$ cat src/rtl/nasti_burst_copier.sv
// nasti_burst_copier: store-and-forward NASTI (AXI4) DMA copy engine.
// Copies r_len bytes from r_src (source read port) to r_dest (dest write
// port). It moves one burst at a time through an internal beat buffer.
// Optional feature macro: MOVER_PERF_CNT_EN adds a 32-bit count of W beats
// (perf_beats). When the macro is undefined, perf_beats is tied to zero.
module nasti_burst_copier #(
  parameter int ADDR_WIDTH       = 64,
  parameter int DATA_WIDTH       = 64,
  parameter int MAX_BURST_LENGTH = 8
) (
  input  logic                    aclk,
  input  logic                    rst,
  input  logic [ADDR_WIDTH-1:0]   r_src,
  input  logic [ADDR_WIDTH-1:0]   r_dest,
  input  logic [ADDR_WIDTH-1:0]   r_len,
  input  logic                    r_valid,
  output logic                    r_ready,
  output logic                    done,
  output logic                    err,
  output logic [31:0]             perf_beats,
  output logic [ADDR_WIDTH-1:0]   src_ar_addr,
  output logic [7:0]              src_ar_len,
  output logic [2:0]              src_ar_size,
  output logic [1:0]              src_ar_burst,
  output logic                    src_ar_valid,
  input  logic                    src_ar_ready,
  input  logic [DATA_WIDTH-1:0]   src_r_data,
  input  logic [1:0]              src_r_resp,
  input  logic                    src_r_last,
  input  logic                    src_r_valid,
  output logic                    src_r_ready,
  output logic [ADDR_WIDTH-1:0]   dst_aw_addr,
  output logic [7:0]              dst_aw_len,
  output logic [2:0]              dst_aw_size,
  output logic [1:0]              dst_aw_burst,
  output logic                    dst_aw_valid,
  input  logic                    dst_aw_ready,
  output logic [DATA_WIDTH-1:0]   dst_w_data,
  output logic [DATA_WIDTH/8-1:0] dst_w_strb,
  output logic                    dst_w_last,
  output logic                    dst_w_valid,
  input  logic                    dst_w_ready,
  input  logic [1:0]              dst_b_resp,
  input  logic                    dst_b_valid,
  output logic                    dst_b_ready
);

  localparam int BPB   = DATA_WIDTH / 8;
  localparam int SIZE  = $clog2(BPB);
  localparam int IW    = (MAX_BURST_LENGTH > 1) ? $clog2(MAX_BURST_LENGTH) : 1;
  localparam int DEPTH = 1 << IW;

  typedef enum logic [2:0] {
    IDLE    = 3'd0,
    RD_ADDR = 3'd1,
    RD_DATA = 3'd2,
    WR_ADDR = 3'd3,
    WR_DATA = 3'd4,
    WR_RESP = 3'd5
  } state_t;

  state_t                  state;
  logic [ADDR_WIDTH-1:0]   src_addr;
  logic [ADDR_WIDTH-1:0]   dst_addr;
  logic [ADDR_WIDTH-1:0]   remaining;
  logic [8:0]              burst_n;
  logic [7:0]              burst_len;
  logic [8:0]              cnt;
  logic [DATA_WIDTH-1:0]   beat_buf [DEPTH];

  logic [ADDR_WIDTH-1:0]   req_beats;
  logic [ADDR_WIDTH-1:0]   next_rem;
  logic [ADDR_WIDTH-1:0]   burst_bytes;
  logic [8:0]              cnt_plus;
  logic                    unused_ok;

  // Beats in the next burst: the smaller of the beats left and the buffer depth.
  function automatic logic [8:0] burst_beats(input logic [ADDR_WIDTH-1:0] rem);
    if (rem > ADDR_WIDTH'(MAX_BURST_LENGTH)) burst_beats = 9'(MAX_BURST_LENGTH);
    else                                     burst_beats = rem[8:0];
  endfunction

  assign req_beats    = r_len >> SIZE;
  assign next_rem     = remaining - ADDR_WIDTH'(burst_n);
  assign burst_bytes  = ADDR_WIDTH'(burst_n) << SIZE;
  assign cnt_plus     = cnt + 9'd1;

  assign src_ar_addr  = src_addr;
  assign src_ar_len   = burst_len;
  assign src_ar_size  = 3'(SIZE);
  assign src_ar_burst = 2'b01;
  assign dst_aw_addr  = dst_addr;
  assign dst_aw_len   = burst_len;
  assign dst_aw_size  = 3'(SIZE);
  assign dst_aw_burst = 2'b01;
  assign dst_w_strb   = '1;

  // r_last is deliberately ignored; the beat count alone ends a read burst.
  assign unused_ok    = src_r_last;

  // Capture each accepted read beat into the buffer slot given by the beat index.
  always_ff @(posedge aclk) begin
    if (state == RD_DATA && src_r_valid && src_r_ready) begin
      beat_buf[cnt[IW-1:0]] <= src_r_data;
    end
  end

  // Copy-engine FSM: accept a request, then read a burst, write it, and await B.
  always_ff @(posedge aclk) begin
    if (rst) begin
      state        <= IDLE;
      r_ready      <= 1'b1;
      done         <= 1'b0;
      err          <= 1'b0;
      src_addr     <= '0;
      dst_addr     <= '0;
      remaining    <= '0;
      burst_n      <= 9'd0;
      burst_len    <= 8'd0;
      cnt          <= 9'd0;
      src_ar_valid <= 1'b0;
      src_r_ready  <= 1'b0;
      dst_aw_valid <= 1'b0;
      dst_w_valid  <= 1'b0;
      dst_w_last   <= 1'b0;
      dst_w_data   <= '0;
      dst_b_ready  <= 1'b0;
    end else begin
      done <= 1'b0;
      case (state)
        IDLE: begin
          if (r_valid && r_ready) begin
            src_addr <= r_src;
            dst_addr <= r_dest;
            err      <= 1'b0;
            if (req_beats == '0) begin
              done <= 1'b1;
            end else begin
              remaining    <= req_beats;
              burst_n      <= burst_beats(req_beats);
              burst_len    <= 8'(burst_beats(req_beats) - 9'd1);
              r_ready      <= 1'b0;
              src_ar_valid <= 1'b1;
              state        <= RD_ADDR;
            end
          end
        end
        RD_ADDR: begin
          if (src_ar_ready) begin
            src_ar_valid <= 1'b0;
            src_r_ready  <= 1'b1;
            cnt          <= 9'd0;
            state        <= RD_DATA;
          end
        end
        RD_DATA: begin
          if (src_r_valid) begin
            if (src_r_resp != 2'b00) err <= 1'b1;
            if (cnt == burst_n - 9'd1) begin
              src_r_ready  <= 1'b0;
              dst_aw_valid <= 1'b1;
              cnt          <= 9'd0;
              state        <= WR_ADDR;
            end else begin
              cnt <= cnt_plus;
            end
          end
        end
        WR_ADDR: begin
          if (dst_aw_ready) begin
            dst_aw_valid <= 1'b0;
            dst_w_valid  <= 1'b1;
            dst_w_data   <= beat_buf[0];
            dst_w_last   <= (burst_n == 9'd1);
            cnt          <= 9'd0;
            state        <= WR_DATA;
          end
        end
        WR_DATA: begin
          if (dst_w_ready) begin
            if (cnt == burst_n - 9'd1) begin
              dst_w_valid <= 1'b0;
              dst_w_last  <= 1'b0;
              dst_b_ready <= 1'b1;
              state       <= WR_RESP;
            end else begin
              cnt        <= cnt_plus;
              dst_w_data <= beat_buf[cnt_plus[IW-1:0]];
              dst_w_last <= (cnt_plus + 9'd1 == burst_n);
            end
          end
        end
        WR_RESP: begin
          if (dst_b_valid) begin
            if (dst_b_resp != 2'b00) err <= 1'b1;
            dst_b_ready <= 1'b0;
            src_addr    <= src_addr + burst_bytes;
            dst_addr    <= dst_addr + burst_bytes;
            remaining   <= next_rem;
            if (next_rem == '0) begin
              r_ready <= 1'b1;
              done    <= 1'b1;
              state   <= IDLE;
            end else begin
              burst_n      <= burst_beats(next_rem);
              burst_len    <= 8'(burst_beats(next_rem) - 9'd1);
              src_ar_valid <= 1'b1;
              state        <= RD_ADDR;
            end
          end
        end
        default: begin
          state <= IDLE;
        end
      endcase
    end
  end

`ifdef MOVER_PERF_CNT_EN
  // Free-running count of written beats; wraps at 2^32 and clears only on reset.
  always_ff @(posedge aclk) begin
    if (rst) begin
      perf_beats <= 32'd0;
    end else if (dst_w_valid && dst_w_ready) begin
      perf_beats <= perf_beats + 32'd1;
    end
  end
`else
  assign perf_beats = 32'd0;
`endif

endmodule

$ cat config.mk
export PLATFORM = sky130hd
export DESIGN_NAME = nasti_burst_copier
export DESIGN_NICKNAME = d
export VERILOG_FILES = /design/src/rtl/nasti_burst_copier.sv
export SDC_FILE = /design/constraint.sdc
export NUM_CORES = 2
export LEC_CHECK = 0
export BUFFER_PORTS_ARGS = -buffer_cell sky130_fd_sc_hd__buf_4
export CORE_ASPECT_RATIO = 1.4
export CORE_MARGIN = 2
export CORE_UTILIZATION = 50
export DETAILED_ROUTE_END_ITERATION = 10
export PLACE_DENSITY = 0.71
export SYNTH_ARGS = -nofsm -noshare
export SYNTH_HDL_FRONTEND = slang
export SYNTH_SLANG_ARGS = --single-unit
$ cat constraint.sdc
create_clock -name aclk -period 7.5 [get_ports aclk]
set_clock_uncertainty 0.15 [all_clocks]
set_input_delay 0.375 -clock aclk [delete_from_list [all_inputs] [get_ports aclk]]
set_output_delay 0.375 -clock aclk [all_outputs]
set_load 0.1 [all_outputs]
; Word-level counts from Yosys, hierarchy flattened
; Memories as Yosys holds them, arrays and structs flattened.
; Cells that the tools add are included.
[totals]
register_bits = 294
ram_bits = 512
in_bits = 269
output_inout_bits = 267
memories = 1
[mem_list]
columns = name, depth, word_bits, rd, rd_ports_with_merged_regs, wr, line_no
row1 = beat_buf, 8, 64, 2, 0, 1, 69  ; logic [DATA_WIDTH-1:0] beat_buf [DEPTH];
[classes]
n_addsub = 8
n_lt_le_gt_ge = 2
n_eq_ne = 22
mux = 90
n_reduce_logical = 30
[op_table]
columns = operator, count
row1 = 2-to-1 mux 64 bit, 10
row2 = one-hot mux 64 bit (2 select lines), 4
row3 = adder 64 x 12 -> 64 bit, 2
row4 = logical NOT 64 bit, 2
row5 = 2-to-1 mux 9 bit, 12
row6 = greater-than comparator 64 x 4 -> 1 bit (second input constant), 1
row7 = 2-to-1 mux 8 bit, 8
row8 = subtractor 64 x 9 -> 64 bit, 1
row9 = greater-than comparator 61 x 4 -> 1 bit (second input constant), 1
row10 = one-hot mux 9 bit (4 select lines), 1
row11 = 2-to-1 mux 1 bit, 34
row12 = 2-to-1 mux 3 bit, 9
row13 = != test 2 bit (second input constant), 12
row14 = AND reduction 4 bit, 6
row15 = adder 9 x 1 -> 9 bit (second input constant), 2
row16 = == test 9 bit, 2
row17 = one-hot mux 3 bit (6 select lines), 1
row18 = one-hot mux 9 bit (2 select lines), 1
row19 = AND reduction 6 bit, 3
row20 = one-hot mux 8 bit (2 select lines), 1
row21 = subtractor 8 x 1 -> 8 bit (second input constant), 2
row22 = one-hot mux 1 bit (2 select lines), 7
row23 = nonzero test 2 bit, 7
row24 = AND reduction 5 bit, 2
row25 = other kinds (13), 21

; Logic depth before layout (Yosys ltp)
[logic_depth]
depth_word = 11
depth_mapped = 18
depth_no_buf = 17

; Least setup slack after synthesis
; OpenSTA, ideal clock, no wires.
[synth_timing]
kind = register to register
startpoint = reg cnt[0]
endpoint = mem beat_buf[1][0] (enable)
setup_time_ns = 0.564
t_arrival_ns = 5.939
t_required_ns = 6.786
slack_ns = 0.846
stages_incl_launch_ff = 6
n_path_buf = 3
period_less_slack_ns = 6.654
path_cell_list = dfxtp_1 > clkbuf_1 > clkbuf_1 > buf_1 > nand3_1 > nor3_1
[synth_rtl]
columns = element, line_no
row1 = "start, declared", 68  ; logic [8:0] cnt;
row2 = "start signal, assigned", 165  ; cnt <= cnt_plus;
row3 = "start signal, assigned", 187  ; cnt <= cnt_plus;
row4 = "end, declared", 69
; Straight into the memory's write port.

; Worst setup path in the final report
[layout_timing]
startpoint = reg burst_n[2]
endpoint = reg burst_len[5] (netlist: dst_aw_len[5])
[layout_via]
elab_chain_len = 11
elab_cells_between_ends = 14
cone_classes = add/sub: 2 / order compare: 1 / eq/ne: 1 / mux: 8 / reduce/logical: 2
[layout_rtl]
columns = element, line_no
row1 = "start, declared", 66  ; logic [8:0] burst_n;
row2 = "start signal, assigned", 140  ; burst_n <= burst_beats(req_beats);
row3 = "start signal, assigned", 205  ; burst_n <= burst_beats(next_rem);
row4 = subtractor 64 x 9 -> 64 bit (*), 84  ; assign next_rem = remaining - ADDR_WIDTH'(burst_n);
row5 = greater-than comparator 64 x 4 -> 1 bit, 79  ; if (rem > ADDR_WIDTH'(MAX_BURST_LENGTH)) burst_beats = 9'(MAX_BURST_LENGTH);
row6 = 2-to-1 mux 9 bit (3 in a row), --
row7 = 2-to-1 mux 8 bit, 130  ; case (state)
row8 = 2-to-1 mux 8 bit, 110  ; if (rst) begin
row9 = subtractor 8 x 1 -> 8 bit, 206  ; burst_len <= 8'(burst_beats(next_rem) - 9'd1);
row10 = 2-to-1 mux 8 bit, 200  ; if (next_rem == '0) begin
row11 = 2-to-1 mux 8 bit, 194  ; if (dst_b_valid) begin
row12 = one-hot mux 8 bit (2 select lines), 130
row13 = "end signal, assigned", 141  ; burst_len <= 8'(burst_beats(req_beats) - 9'd1);
row14 = "end signal, assigned", 206
row15 = "end, declared", 67  ; logic [7:0] burst_len;
; Mark *: on every way between the ends. The rest lies on a longest branch, timed or not. The select of a mux whose other input is x is not followed.
; A chain may end at the register's enable or synchronous reset.

==> impl_metrics.yaml <==
status:
  status: "finished, final reports clean"
sta:
  timing.fmax_mhz: 184.4
  setup_violations: 0
  finalCritPeriodShare_pct: 72.32
  worst_pin_slew_ps: 1188
  tns_ps: 0
  rsz0062_at_grt: "no"
  slew_headroom_pct: 20.35
  hold_violations: 0
  slew_violations: 0
  min_period_ps: 5424
yosys:
  synth_top_area_share_pct: 40.40
  synth_area_um2: 38060
  synth_cell_types: 95
  synth_top_cell_by_area: "edfxtp_1"
  synthArstFlopShare_pct: 0
  synth_seq_area_share_pct: 55.86
  synth_seq_cells: 806
  syn_inst: 3352
  synth_edf_count: 512
  ys_warn_count: 0
  ys.flop_type: "edfxtp_1"
  netlist_top_cells_area: "edfxtp_1 40%, dfxtp_1 15%, mux4_2 7.6%"
  synth.avg_cell_area_um2: 11.35
  yosysMostFrequentCell: "edfxtp_1"
  netlist_top_cells_count: "512 x edfxtp_1, 394 x nor2_1, 294 x dfxtp_1"
setup_path:
  critical_path.max_stage_delay_ps: 910
  cp_max_fo: 13
  startpoint_type: "flip-flop"
  cp.arrival_ps: 5860
  crit_slowest_cell: "o21ai_1"
  criticalPathCategory: "reg2reg"
  cp.required_ps: 7930
  cp-end-kind: "flip-flop"
  cp_cell_sequence: "inv_1 -> ha_1 -> o211ai_1 -> a21oi_1 -> o21ai_1 -> nand3_2 -> nor4_1 -> o211ai_1 -> nor3_1 -> nand4_1 -> a21oi_1 -> and2_1"
die:
  initial_core_util_pct: 50.51
  die_w_um: 237.2
  coreArea_um2: 75340
  io_pins: 536
  dieArea_um2: 78370
  rows: 119
  die_h_um: 330.4
clocking:
  clkLatencyLatePin_ps: 650
  cts.sinks: 806
  clk_pin_slew_ps: 60
  cts_root_buf: "clkbuf_16"
  cts_setup_buffers: 0
  tritoncts: "built"
  htreeDepth: 3
  cts_max_path_buffers: 3
  cts_buffers: 79
final_layout:
  multi_input_area_um2: 15660
  seqCellArea_um2: 21260
  nets: 4255
  final_util_pct: 62.80
  nFillCells: 5812
  layout-drive-gt1-share_pct: 20.52
  area_growth_syn_to_layout_pct: 24.31
drt:
  drt-met1-wl_mm: 45.79
  route.met2.wl_mm: 59.89
  top_layer_used: "met5"
  via_per_inst: 6.199
  drt_iter0_drc: 2687
  first_pass_iters: 6
  dr_wl_met3_mm: 11.19
  route.detailed.drc: 0
  num_vias: 30900
  drtAntennaViolNets: 0
  wl_mm: 123.0
  wl_per_cell_um: 24.69
place:
  hpwl_mm: 77.88
  gp_congestion: 1.004
  portBuffers: 481
run:
  cap_violations: 0
grt:
  grt_pass1_vias: 29700
  grt_antenna_before_repair: 7
  grt_max_degree: 151
  grt_use_total_pct: 30.62
  grt_pass1_wl_mm: 182.9
  grt.overflow.total: 0
hold_path:
  hold_class: "in2reg"
pwr:
  p_per_area_nw_per_um2: 322.2
  power_mw: 15.24
  p_leak_nw: 16.77
  peakVddDrop_v: 0.0002364
==> worst paths after layout <==
kind	startpoint	endpoint	slack (ps)	cells past startpoint
max	burst_n[2]	dst_aw_len[5]	2080	12
min	src_r_resp[1]	err	20	5
max reg2reg	burst_n[2]	dst_aw_len[5]	2080	12
min reg2reg	remaining[0]	remaining[0]	300	2
==> layout by cell type, fill, tap and decap left out, drive strengths merged, types with 13 or more instances in the layout <==
cell	Yosys	final
dfxtp	294	294
nor2b	13	13
o21a	18	18
nor2	395	395
and2	23	23
mux4	128	128
nand2	204	204
nand4	49	49
nor3	110	110
dlygate4sd3	0	236
edfxtp	512	512
mux2i	78	78
clkbuf	205	107
a21oi	222	222
a21o	19	19
o22ai	25	25
nand3	106	106
xor2	20	20
nor4	59	59
inv	47	54
a22oi	33	33
o211ai	21	21
or4	20	20
a311oi	35	35
a211oi	145	145
conb	2	50
and3	43	43
o31ai	29	29
ha	32	32
clkinv	3	20
a31oi	21	21
xnor2	35	35
o21ai	142	142
buf	77	516
or3	20	20
==> layer usage <==
layer / GRT usage, % / up-vias
met5: 0 / -
met4: 14.66 / 8
met3: 7.609 / 321
met2: 51.35 / 1523
met1: 37.28 / 15030
li1: - / 14010
==> what timing repair did <==
item | 4_1_cts | 5_1_grt
hold endpoints to repair | 692 | 0
gates resized for setup | 0 | 0
hold buffers | 236 | 0
==> through the flow <==
step	worst slack [ps]	std cells	hold slack [ps]	cell area, µm²
5_1_grt	1810	4982	39.95	47310
3_3_place_gp	2299	4602	292.3	42280
2_1_floorplan	846.5	3400	281.9	38240
3_5_place_dp	2171	4602	294.5	42280
4_1_cts	2147	4979	0.6724	47300
6_report	2076	4984	21.54	47310
==> registers in the layout (all words and copies together) (netlist names), 3 cells and up <==
signal / flops
beat_buf: 512
burst_n: 9
dst_aw_len: 8
dst_aw_addr: 64
src_ar_addr: 64
state: 3
cnt: 9
remaining: 64
dst_w_data: 64
==> layout make-up <==
class / count / share of cell area, %
Antenna cell: 5 / 0.02645
Clock buffer: 107 / 4.594
Clock inverter: 34 / 1.013
Inverter: 50 / 0.3967
Multi-Input combinational cell: 2262 / 33.11
Sequential cell: 806 / 44.95
Tap cell: 968 / 2.560
Timing Repair Buffer: 752 / 13.36
==> worst max-delay path: cells and delay by family (launching register included) <==
family / cells / cell delay [ps]
AOI/OAI and AO/OA: 5 / 1960
DFF: 1 / 600
and+or+nand+nor: 5 / 2100
buffers and inverters: 1 / 160
adders and majority gates: 1 / 360
==> cells by family (layout without fill, tap and decap cells) <==
| family | count (synthesis) | after routing | share of synthesized area (%) |
|---|---|---|---|
| and+or+nand+nor | 1100 | 1100 | 13.92 |
| AOI/OAI and AO/OA | 812 | 812 | 14.11 |
| DFF | 806 | 806 | 55.86 |
| buffers and inverters | 332 | 943 | 3.873 |
| muxes | 210 | 210 | 9.745 |
| xor gates and xnor gates | 55 | 55 | 1.266 |
| adders and majority gates | 35 | 35 | 1.210 |
| other | 2 | 55 | 0.01973 |
==> power breakdown <==
part / leakage [nW] / internal, mW / switching [mW]
Clock: 1.28 / 2.31 / 1.76
Combinational: 8.48 / 1.60 / 4.07
Sequential: 7.00 / 5.03 / 0.481
Total: 16.8 / 8.94 / 6.31
No activity file was read; power rests on OpenSTA's default activity.
